<file path="config.mk">
export PLATFORM = sky130hd
export DESIGN_NAME = rc_ring_out_arb
export DESIGN_NICKNAME = d
export VERILOG_FILES = /design/src/rtl/lotr_pkg.sv /design/src/rtl/rc_sync_fifo.sv /design/src/rtl/rc_ring_out_arb.sv
export SDC_FILE = /design/constraint.sdc
export NUM_CORES = 1
export LEC_CHECK = 0
export ABC_AREA = 1
export CORE_ASPECT_RATIO = 1.1
export CORE_UTILIZATION = 50
export CTS_CLUSTER_DIAMETER = 40
export CTS_CLUSTER_SIZE = 24
export DETAILED_ROUTE_END_ITERATION = 10
export HOLD_SLACK_MARGIN = 0.15
export PLACE_DENSITY_LB_ADDON = 0.12
export REMOVE_ABC_BUFFERS = 1
export SYNTH_ARGS = -nofsm -noshare
export SYNTH_HDL_FRONTEND = slang
export SYNTH_HIERARCHICAL = 1
export SYNTH_SLANG_ARGS = --single-unit
</file>
<file path="constraint.sdc">
create_clock -name QClk -period 4.9 [get_ports QClk]
set_input_delay 1.225 -clock QClk [delete_from_list [all_inputs] [get_ports QClk]]
set_output_delay 1.225 -clock QClk [all_outputs]
set_load 0.05 [all_outputs]
</file>
<file path="src/rtl/lotr_pkg.sv">
// Shared ring types for the LOTR tile: opcodes, ring packet payload, arbiter source select.
package lotr_pkg;

    localparam int unsigned OPC_W      = 2;
    localparam int unsigned ADDR_W     = 32;
    localparam int unsigned DATA_W     = 32;
    localparam int unsigned PERF_CNT_W = 32;

    typedef enum logic [OPC_W-1:0] {
        RD     = 2'b00,
        RD_RSP = 2'b01,
        WR     = 2'b10,
        WR_RSP = 2'b11
    } t_ring_opcode;

    typedef struct packed {
        t_ring_opcode        opcode;
        logic [ADDR_W-1:0]   address;
        logic [DATA_W-1:0]   data;
    } t_ring_pkt;

    typedef enum logic {
        CORE = 1'b0,
        MEM  = 1'b1
    } t_rr_src;

    // Saturating increment used by the optional performance counters.
    function automatic logic [PERF_CNT_W-1:0] sat_inc(input logic [PERF_CNT_W-1:0] val,
                                                     input logic                  en);
        return (en && (val != '1)) ? val + PERF_CNT_W'(1) : val;
    endfunction

endpackage

</file>
<file path="src/rtl/rc_sync_fifo.sv">
// Single-clock FIFO with registered count; no write-to-read bypass.
module rc_sync_fifo #(
    parameter  int unsigned DEPTH  = 4,
    parameter  type         T_DATA = lotr_pkg::t_ring_pkt,
    localparam int unsigned PTR_W  = $clog2(DEPTH),
    localparam int unsigned CNT_W  = PTR_W + 1
) (
    input  logic             clk,
    input  logic             rst_n,
    input  logic             push,
    input  T_DATA            push_data,
    input  logic             pop,
    output T_DATA            head_c,
    output logic             full_c,
    output logic             empty_c,
    output logic [CNT_W-1:0] count
);

    T_DATA             mem_q [DEPTH];
    T_DATA             mem_d [DEPTH];
    logic [PTR_W-1:0]  wr_ptr_q, wr_ptr_d;
    logic [PTR_W-1:0]  rd_ptr_q, rd_ptr_d;
    logic [CNT_W-1:0]  count_q, count_d;
    logic              do_push;
    logic              do_pop;

    always_comb begin
        full_c   = (count_q == CNT_W'(DEPTH));
        empty_c  = (count_q == '0);
        do_push  = push && !full_c;
        do_pop   = pop && !empty_c;
        mem_d    = mem_q;
        wr_ptr_d = wr_ptr_q;
        rd_ptr_d = rd_ptr_q;
        count_d  = count_q;
        if (do_push) begin
            mem_d[wr_ptr_q] = push_data;
            wr_ptr_d        = wr_ptr_q + PTR_W'(1);
        end
        if (do_pop) begin
            rd_ptr_d = rd_ptr_q + PTR_W'(1);
        end
        case ({do_push, do_pop})
            2'b10:   count_d = count_q + CNT_W'(1);
            2'b01:   count_d = count_q - CNT_W'(1);
            default: count_d = count_q;
        endcase
    end

    always_ff @(posedge clk or negedge rst_n) begin
        if (!rst_n) begin
            wr_ptr_q <= '0;
            rd_ptr_q <= '0;
            count_q  <= '0;
            for (int i = 0; i < int'(DEPTH); i++) begin
                mem_q[i] <= '0;
            end
        end else begin
            wr_ptr_q <= wr_ptr_d;
            rd_ptr_q <= rd_ptr_d;
            count_q  <= count_d;
            for (int i = 0; i < int'(DEPTH); i++) begin
                mem_q[i] <= mem_d[i];
            end
        end
    end

    assign head_c = mem_q[rd_ptr_q];
    assign count  = count_q;

endmodule

</file>
<file path="src/rtl/rc_ring_out_arb.sv">
// Ring-output arbiter: pass-through traffic first, then round-robin between core and memory FIFOs.
// Define RC_ARB_PERF_EN to add saturating grant/blocked performance counters.
module rc_ring_out_arb
    import lotr_pkg::*;
#(
    parameter  int unsigned FIFO_DEPTH = 4,
    localparam int unsigned PTR_W      = $clog2(FIFO_DEPTH)
) (
    input  logic        QClk,
    input  logic        RstQnnnL,
    input  logic        PassValidQ501H,
    input  logic [1:0]  PassOpcodeQ501H,
    input  logic [31:0] PassAddressQ501H,
    input  logic [31:0] PassDataQ501H,
    input  logic        C2F_ReqValidQ501H,
    input  logic [1:0]  C2F_ReqOpcodeQ501H,
    input  logic [31:0] C2F_ReqAddressQ501H,
    input  logic [31:0] C2F_ReqDataQ501H,
    output logic        C2F_ReqStall,
    input  logic        F2C_RspValidQ501H,
    input  logic [1:0]  F2C_RspOpcodeQ501H,
    input  logic [31:0] F2C_RspAddressQ501H,
    input  logic [31:0] F2C_RspDataQ501H,
    output logic        F2C_RspStall,
    output logic        RingOutputValidQ502H,
    output logic [1:0]  RingOutputOpcodeQ502H,
    output logic [31:0] RingOutputAddressQ502H,
    output logic [31:0] RingOutputDataQ502H,
    output logic        ArbOverflowQ502H
`ifdef RC_ARB_PERF_EN
    ,
    output logic [31:0] ArbCoreGrantCnt,
    output logic [31:0] ArbMemGrantCnt,
    output logic [31:0] ArbBlockedCnt
`endif
);

    t_ring_pkt        pass_pkt, core_pkt, mem_pkt;
    t_ring_pkt        core_head_c, mem_head_c;
    logic             core_full_c, core_empty_c, mem_full_c, mem_empty_c;
    logic [PTR_W:0]   core_count, mem_count;
    logic             core_pop_c, mem_pop_c;
    t_rr_src          rr_q, rr_d;
    logic             out_vld_q, out_vld_d;
    t_ring_pkt        out_pkt_q, out_pkt_d;
    logic             ovf_q, ovf_d;

    always_comb begin
        pass_pkt = '{opcode: t_ring_opcode'(PassOpcodeQ501H),
                     address: PassAddressQ501H, data: PassDataQ501H};
        core_pkt = '{opcode: t_ring_opcode'(C2F_ReqOpcodeQ501H),
                     address: C2F_ReqAddressQ501H, data: C2F_ReqDataQ501H};
        mem_pkt  = '{opcode: t_ring_opcode'(F2C_RspOpcodeQ501H),
                     address: F2C_RspAddressQ501H, data: F2C_RspDataQ501H};
    end

    rc_sync_fifo #(.DEPTH(FIFO_DEPTH), .T_DATA(t_ring_pkt)) u_core_fifo (
        .clk       (QClk),
        .rst_n     (RstQnnnL),
        .push      (C2F_ReqValidQ501H),
        .push_data (core_pkt),
        .pop       (core_pop_c),
        .head_c    (core_head_c),
        .full_c    (core_full_c),
        .empty_c   (core_empty_c),
        .count     (core_count)
    );

    rc_sync_fifo #(.DEPTH(FIFO_DEPTH), .T_DATA(t_ring_pkt)) u_mem_fifo (
        .clk       (QClk),
        .rst_n     (RstQnnnL),
        .push      (F2C_RspValidQ501H),
        .push_data (mem_pkt),
        .pop       (mem_pop_c),
        .head_c    (mem_head_c),
        .full_c    (mem_full_c),
        .empty_c   (mem_empty_c),
        .count     (mem_count)
    );

    // Slot selection; the RR pointer only moves when a local source is granted.
    always_comb begin
        out_vld_d  = 1'b0;
        out_pkt_d  = '0;
        core_pop_c = 1'b0;
        mem_pop_c  = 1'b0;
        rr_d       = rr_q;
        if (PassValidQ501H) begin
            out_vld_d = 1'b1;
            out_pkt_d = pass_pkt;
        end else if (!core_empty_c && !mem_empty_c) begin
            out_vld_d = 1'b1;
            if (rr_q == CORE) begin
                core_pop_c = 1'b1;
                out_pkt_d  = core_head_c;
                rr_d       = MEM;
            end else begin
                mem_pop_c  = 1'b1;
                out_pkt_d  = mem_head_c;
                rr_d       = CORE;
            end
        end else if (!core_empty_c) begin
            out_vld_d  = 1'b1;
            core_pop_c = 1'b1;
            out_pkt_d  = core_head_c;
            rr_d       = MEM;
        end else if (!mem_empty_c) begin
            out_vld_d  = 1'b1;
            mem_pop_c  = 1'b1;
            out_pkt_d  = mem_head_c;
            rr_d       = CORE;
        end
        // A push refused on a full FIFO is only an overflow if no slot is freed that cycle.
        ovf_d = ovf_q
              | (C2F_ReqValidQ501H && core_full_c && !core_pop_c)
              | (F2C_RspValidQ501H && mem_full_c && !mem_pop_c);
    end

    always_ff @(posedge QClk or negedge RstQnnnL) begin
        if (!RstQnnnL) begin
            rr_q      <= CORE;
            out_vld_q <= 1'b0;
            out_pkt_q <= '0;
            ovf_q     <= 1'b0;
        end else begin
            rr_q      <= rr_d;
            out_vld_q <= out_vld_d;
            out_pkt_q <= out_pkt_d;
            ovf_q     <= ovf_d;
        end
    end

    assign RingOutputValidQ502H   = out_vld_q;
    assign RingOutputOpcodeQ502H  = out_pkt_q.opcode;
    assign RingOutputAddressQ502H = out_pkt_q.address;
    assign RingOutputDataQ502H    = out_pkt_q.data;
    assign ArbOverflowQ502H       = ovf_q;
    assign C2F_ReqStall           = (core_count == (PTR_W+1)'(FIFO_DEPTH));
    assign F2C_RspStall           = (mem_count == (PTR_W+1)'(FIFO_DEPTH));

`ifdef RC_ARB_PERF_EN
    logic [PERF_CNT_W-1:0] core_gnt_cnt_q, core_gnt_cnt_d;
    logic [PERF_CNT_W-1:0] mem_gnt_cnt_q, mem_gnt_cnt_d;
    logic [PERF_CNT_W-1:0] blocked_cnt_q, blocked_cnt_d;

    always_comb begin
        core_gnt_cnt_d = sat_inc(core_gnt_cnt_q, core_pop_c);
        mem_gnt_cnt_d  = sat_inc(mem_gnt_cnt_q, mem_pop_c);
        blocked_cnt_d  = sat_inc(blocked_cnt_q,
                                 PassValidQ501H && (!core_empty_c || !mem_empty_c));
    end

    always_ff @(posedge QClk or negedge RstQnnnL) begin
        if (!RstQnnnL) begin
            core_gnt_cnt_q <= '0;
            mem_gnt_cnt_q  <= '0;
            blocked_cnt_q  <= '0;
        end else begin
            core_gnt_cnt_q <= core_gnt_cnt_d;
            mem_gnt_cnt_q  <= mem_gnt_cnt_d;
            blocked_cnt_q  <= blocked_cnt_d;
        end
    end

    assign ArbCoreGrantCnt = core_gnt_cnt_q;
    assign ArbMemGrantCnt  = mem_gnt_cnt_q;
    assign ArbBlockedCnt   = blocked_cnt_q;
`endif

endmodule

</file>
### Yosys cells after proc, flatten, opt, wreduce, memory -nomap -nowiden

Cells that the tools add are included.

| cells by class | value |
|---|---|
| mux-type cells | 34 |
| bitwise operators | 7 |
| eq/ne operators | 7 |
| $add $sub $neg | 8 |
| reductions and logical operators | 22 |
| magnitude comparators | 6 |

Operators by type and width:

| operator | number |
|---|---|
| $mux W66 | 11 |
| $bwmux W264 | 2 |
| $bmux W66 S2 | 2 |
| $demux W66 S2 | 2 |
| $mux W1 | 15 |
| $ge A3 B3 Y1 const B | 4 |
| $not A2 Y3 | 4 |
| $pmux W3 S2 | 2 |
| $logic_and A1 B1 Y1 | 11 |
| $add A2 B1 Y2 const B | 4 |
| $add A3 B1 Y3 const B | 2 |
| $eq A3 B3 Y1 const B | 2 |
| $logic_not A1 Y1 | 6 |
| $logic_not A3 Y1 | 2 |
| $lt A3 B1 Y1 const B | 2 |
| $sub A3 B1 Y3 const B | 2 |
| $eq A2 B1 Y1 const B | 2 |
| $eq A2 B2 Y1 const B | 2 |
| $reduce_bool A2 Y1 | 2 |
| $ne A3 B2 Y1 const B | 1 |
| $or A1 B1 Y1 | 2 |
| $reduce_and A2 Y1 | 1 |
| $not A1 Y1 | 1 |

| word-level totals | value |
|---|---|
| flip-flop bits (word level) | 611 |
| logic and storage cells | 120 |
| input port bits | 203 |

### Depth between registers and ports, before layout

| logic depth | value |
|---|---|
| depth after elaboration | 9 |
| mapped depth | 20 |
| gate-level depth less buffers | 17 |

### By module

Netlist, hierarchy kept.

Modules (own cells, without submodules):

| module | area an instance (um2) | times used | cells each |
|---|---|---|---|
| rc_sync_fifo at u_mem_fifo | 13289.0 | 1 | 1670 |
| rc_sync_fifo at u_core_fifo | 13277.7 | 1 | 1670 |
| rc_ring_out_arb | 5161.2 | 1 | 876 |

### Worst setup path before layout

OpenSTA, ideal clock, no wires.

| timing | value |
|---|---|
| path kind | input-to-reg |
| start | input PassValidQ501H |
| end | register u_mem_fifo.count_q[2], in the netlist u_mem_fifo/count[2] |
| arrival time | 2.745 ns |
| cell stages on the path | 13 |
| setup time | 0.117 ns |
| setup slack | 2.038 ns |
| cell sequence | inv_2 -> clkbuf_1 -> nand3_1 -> inv_1 -> nand2_1 -> inv_1 -> ha_1 -> inv_1 -> fa_1 -> nand2_1 -> nand3_1 -> nand2_1 -> nand2_1 |

| on the way | value |
|---|---|
| word-level cells in the longest chain between the ends | 4 |

RTL lines:

| element | RTL line | RTL |
|---|---|---|
| start: declaration | rc_ring_out_arb.sv:11 | `input logic PassValidQ501H,` |
| $mux W1 * | rc_ring_out_arb.sv:88 | `if (PassValidQ501H) begin` |
| via mem_pop_c | rc_ring_out_arb.sv:42 | `logic core_pop_c, mem_pop_c;` |
| $logic_and A1 B1 Y1 * | rc_sync_fifo.sv:31 | `do_pop = pop && !empty_c;` |
| via u_mem_fifo.do_pop | rc_sync_fifo.sv:25 | `logic do_pop;` |
| $eq A2 B1 Y1 / $eq A2 B2 Y1 (equally long branches) | rc_sync_fifo.sv:43 | `case ({do_push, do_pop})` |
| $pmux W3 S2 / $reduce_bool A2 Y1 (equally long branches) | n/a |  |
| end signal: assignment | rc_sync_fifo.sv:61 | `count_q <= count_d;` |
| end: declaration | rc_sync_fifo.sv:23 | `logic [CNT_W-1:0] count_q, count_d;` |

Mark *: on every way through the listed nets, which the timed path passes. The rest lies on a longest branch.
A chain may end at the register's enable or synchronous reset.

### Final worst setup path

| timing | value |
|---|---|
| start | register u_core_fifo.count_q[2], in the netlist u_core_fifo/count[2] |
| end | output C2F_ReqStall |

| on the way | value |
|---|---|
| word-level cells in the longest chain between the ends | 1 |

RTL lines:

| element | RTL line | RTL |
|---|---|---|
| start: declaration | rc_sync_fifo.sv:23 |  |
| start signal: assignment | rc_sync_fifo.sv:61 |  |
| $eq A3 B3 Y1 | rc_ring_out_arb.sv:138 | `assign C2F_ReqStall = (core_count == (PTR_W+1)'(FIFO_DEPTH));` |
| end: declaration | rc_ring_out_arb.sv:19 | `output logic C2F_ReqStall,` |

No other way between the ends.

==> impl_metrics.toml <==
[timing]
skew_ns = 0.0244
setup_viol = 0
period_share_pct = 75.6
rsz0062_at_grt = "false"
slew_violations = 0
max_freq_mhz = 270
period_needed_ns = 3.71
hold_violations = 0
setup_tns_ns = 0
relSlewSlack_pct = 23.7
tightest_slew_ns = 1.14

[floorplan]
die_w_um = 242
die_h_um = 266
ios = 273
initial_core_util_pct = 50.7
placementRows = 96
coreArea_mm2 = 0.0626
dieArea_mm2 = 0.0645

[grt]
antenna_found_initial = 9
gr-usage-all-layers_pct = 32.7
grt_max_degree = 181
grt_pass1_wl_um = 167000
overflow = 0
grt_pass1_vias = 29539

[logic_synthesis]
synth_edf_count = 0
syn_avg_cell_area_um2 = 7.53
synth_ff_type = "dfrtp_1"
ys_ff_latch = 611
ys_seq_area_share_pct = 48.2
ys_top_cells_by_count = "nand2_1, nor2_1, dfrtp_1"
synth_top_cell_area_share_pct = 48.2
synth_area_mm2 = 0.0317
yosysUniqueCellTypes = 23
synthCells = 4216
yosys.area.top_type = "dfrtp_1"
yosysMostFrequentCell = "nand2_1"
yosys-top-cells-area = "dfrtp_1, nand2_1, nand4_1, nor2_1, o21ai_0"
yosysWarnings = 6
async_flop_share_pct = 100

[clocking]
cts_root_buf = "clkbuf_16"
numCtsBuffers = 98
cts_max_level = 3
clkSinkCount = 611
post-cts-setup-buffer-count = 0
cts_tree = "yes"
worstSkewPairLatency_ns = 0.65
path_clk_slew_ns = 0.05
cts_resized = 0
cts_hold_buf = 0
clock_path_buffers = 3

[placement]
dp_cells = 4999
gp_congestion = 0.796
io_buffers = 272
hpwl_um = 56100

[run_status]
status = "finished clean"

[critical_path]
r2r-start = "u_mem_fifo/rd_ptr_q[0]"
critPathMaxStageDelay_ns = 0.98
r2r-end = "RingOutputAddressQ502H[25]"
critPathKind = "flip-flop to output pin"
reg2reg_slack_ns = 1.96
cp_data_arrival_time_ns = 2.48
cp_top_family = "buffers and inverters"
cp_max_fo = 4
ff2ff_path_depth = 10
crit_path_cell_trace = "nor3b_1, clkdlybuf4s50_1"
worst_ep_required_time_ns = 3.67
cpMaxStageDelayCell = "clkdlybuf4s50_1"
start_kind = "flip-flop"
critPathBufInv = 1
crit_path_end_kind = "output pin"

[routing]
vias = 30440
ant_nets = 0
viasPerCell = 5.87
drtIter0Drc = 3241
wirelength_um = 105000
avgRoutedWirePerCell_um = 20.3
drcViolationCount = 0
drt_pass1_iterations = 5

[layout]
area_growth_pct = 18.9
final_util_pct = 60.3
final_cells = 5185
layout.nets = 4481
drive_gt1_share_pct = 6.21

[job]
drv_cap = 0

[min_path]
holdCritStartpoint = "u_mem_fifo/mem_q[168]"
hold_class = "flip-flop to flip-flop"
min_to = "u_mem_fifo/mem_q[168]"
holdPathStages = 2

[power_and_ir_drop]
power.density_mw_per_mm2 = 769
leakage_nw = 18.4
ir_worst_vdd_mv = 0.743
## worst max path at each step
stage	startpoint	to	cells after the start
floorplan	u_core_fifo/count[0]	u_core_fifo/mem_q[0]	5
global placement	PassValidQ501H	u_core_fifo/count[2]	13
detailed placement	PassValidQ501H	u_core_fifo/count[2]	13
CTS	u_core_fifo/count[2]	C2F_ReqStall	2
global route	u_core_fifo/count[2]	C2F_ReqStall	2
finish	u_core_fifo/count[2]	C2F_ReqStall	2
## worst register-to-register path, stage by stage (launching register included)
cell     delay, ns
dfrtp_4       0.53
inv_4         0.83
buf_4         0.48
o21ai_0       0.16
o21ai_0       0.29
inv_1         0.08
nand2_1       0.06
nand2_1       0.06
nor2_1        0.19
nor2_1        0.10
nor2_1        0.09
## cell usage in the layout, fill, tap and decap left out, types with 3 or more instances in the layout
| cell type | n |
|---|---|
| nor2_1 | 721 |
| clkinv_2 | 13 |
| nand2_1 | 1231 |
| inv_4 | 4 |
| o21ai_1 | 18 |
| bufinv_16 | 13 |
| clkbuf_16 | 98 |
| dfrtp_1 | 608 |
| nand3_1 | 209 |
| nand3_4 | 8 |
| clkbuf_8 | 13 |
| clkinvlp_4 | 11 |
| inv_2 | 4 |
| inv_1 | 90 |
| buf_12 | 7 |
| clkdlybuf4s50_1 | 269 |
| dfrtp_4 | 3 |
| o21ai_0 | 381 |
| nand4_1 | 532 |
| buf_4 | 54 |
| clkinv_8 | 4 |
| clkbuf_1 | 11 |
| ha_4 | 8 |
| inv_6 | 11 |
| clkinv_4 | 10 |
## metrics by stage
stage               setup slack (ns)  hold WS [ns]  instance area, um2  power, mW
detailed placement              1.21         0.453               34200       21.5
global placement                1.24         0.447               34200       21.3
finish                          1.19         0.461               37700       29.0
floorplan                     -0.424         0.437               29700       16.9
CTS                             1.16         0.465               37700       28.9
global route                    1.18         0.475               37700       31.0
## where the power goes
| part | switching [mW] | internal [mW] | leakage, nW | total, mW |
|---|---|---|---|---|
| combinational | 9.31 | 3.76 | 9.09 | 13.1 |
| clock | 2.66 | 4.59 | 1.68 | 7.25 |
| sequential | 1.29 | 7.41 | 7.58 | 8.70 |
## logic make-up (layout without fill, tap and decap cells)
| group | after synthesis | in the layout | share of synthesized area (%) |
|---|---|---|---|
| buffers and inverters | 482 | 616 | 7.65 |
| DFF | 611 | 611 | 48.2 |
| adders and majority gates | 12 | 12 | 0.521 |
| xor gates and xnor gates | 2 | 2 | 0.0552 |
| and+or+nand+nor | 2708 | 2708 | 37.3 |
| AOI/OAI and AO/OA | 401 | 401 | 6.33 |
| other | 0 | 2 | 0 |
## final cells by class
type | count | area, um2
timing repair buffer | 333 | 3280
clock buffer | 120 | 2650
fill | 5718 | 24900
antenna | 2 | 5.00
tap | 833 | 1040
multi-input combinational | 3123 | 14200
inverter | 99 | 387
clock inverter | 64 | 850
sequential | 611 | 15300
## routing by layer
| layer | share of wire (%) | GRT usage, % | wire, um |
|---|---|---|---|
| met2 | 47 | 53.5 | 49600 |
| met4 | 2.4 | 10.4 | 2530 |
| met1 | 41 | 43.5 | 43400 |
| met3 | 9.3 | 6.74 | 9860 |
| met5 | 0.079 | 0 | 83 |
## registers in the layout (all words and copies together) (netlist names), 3 cells and up
name and flops:
u_mem_fifo/mem_q 264, RingOutputAddressQ502H 32, RingOutputDataQ502H 32, u_core_fifo/count 3
u_mem_fifo/count 3, u_core_fifo/mem_q 264
Note: power is estimated with default switching activity, not from simulation.
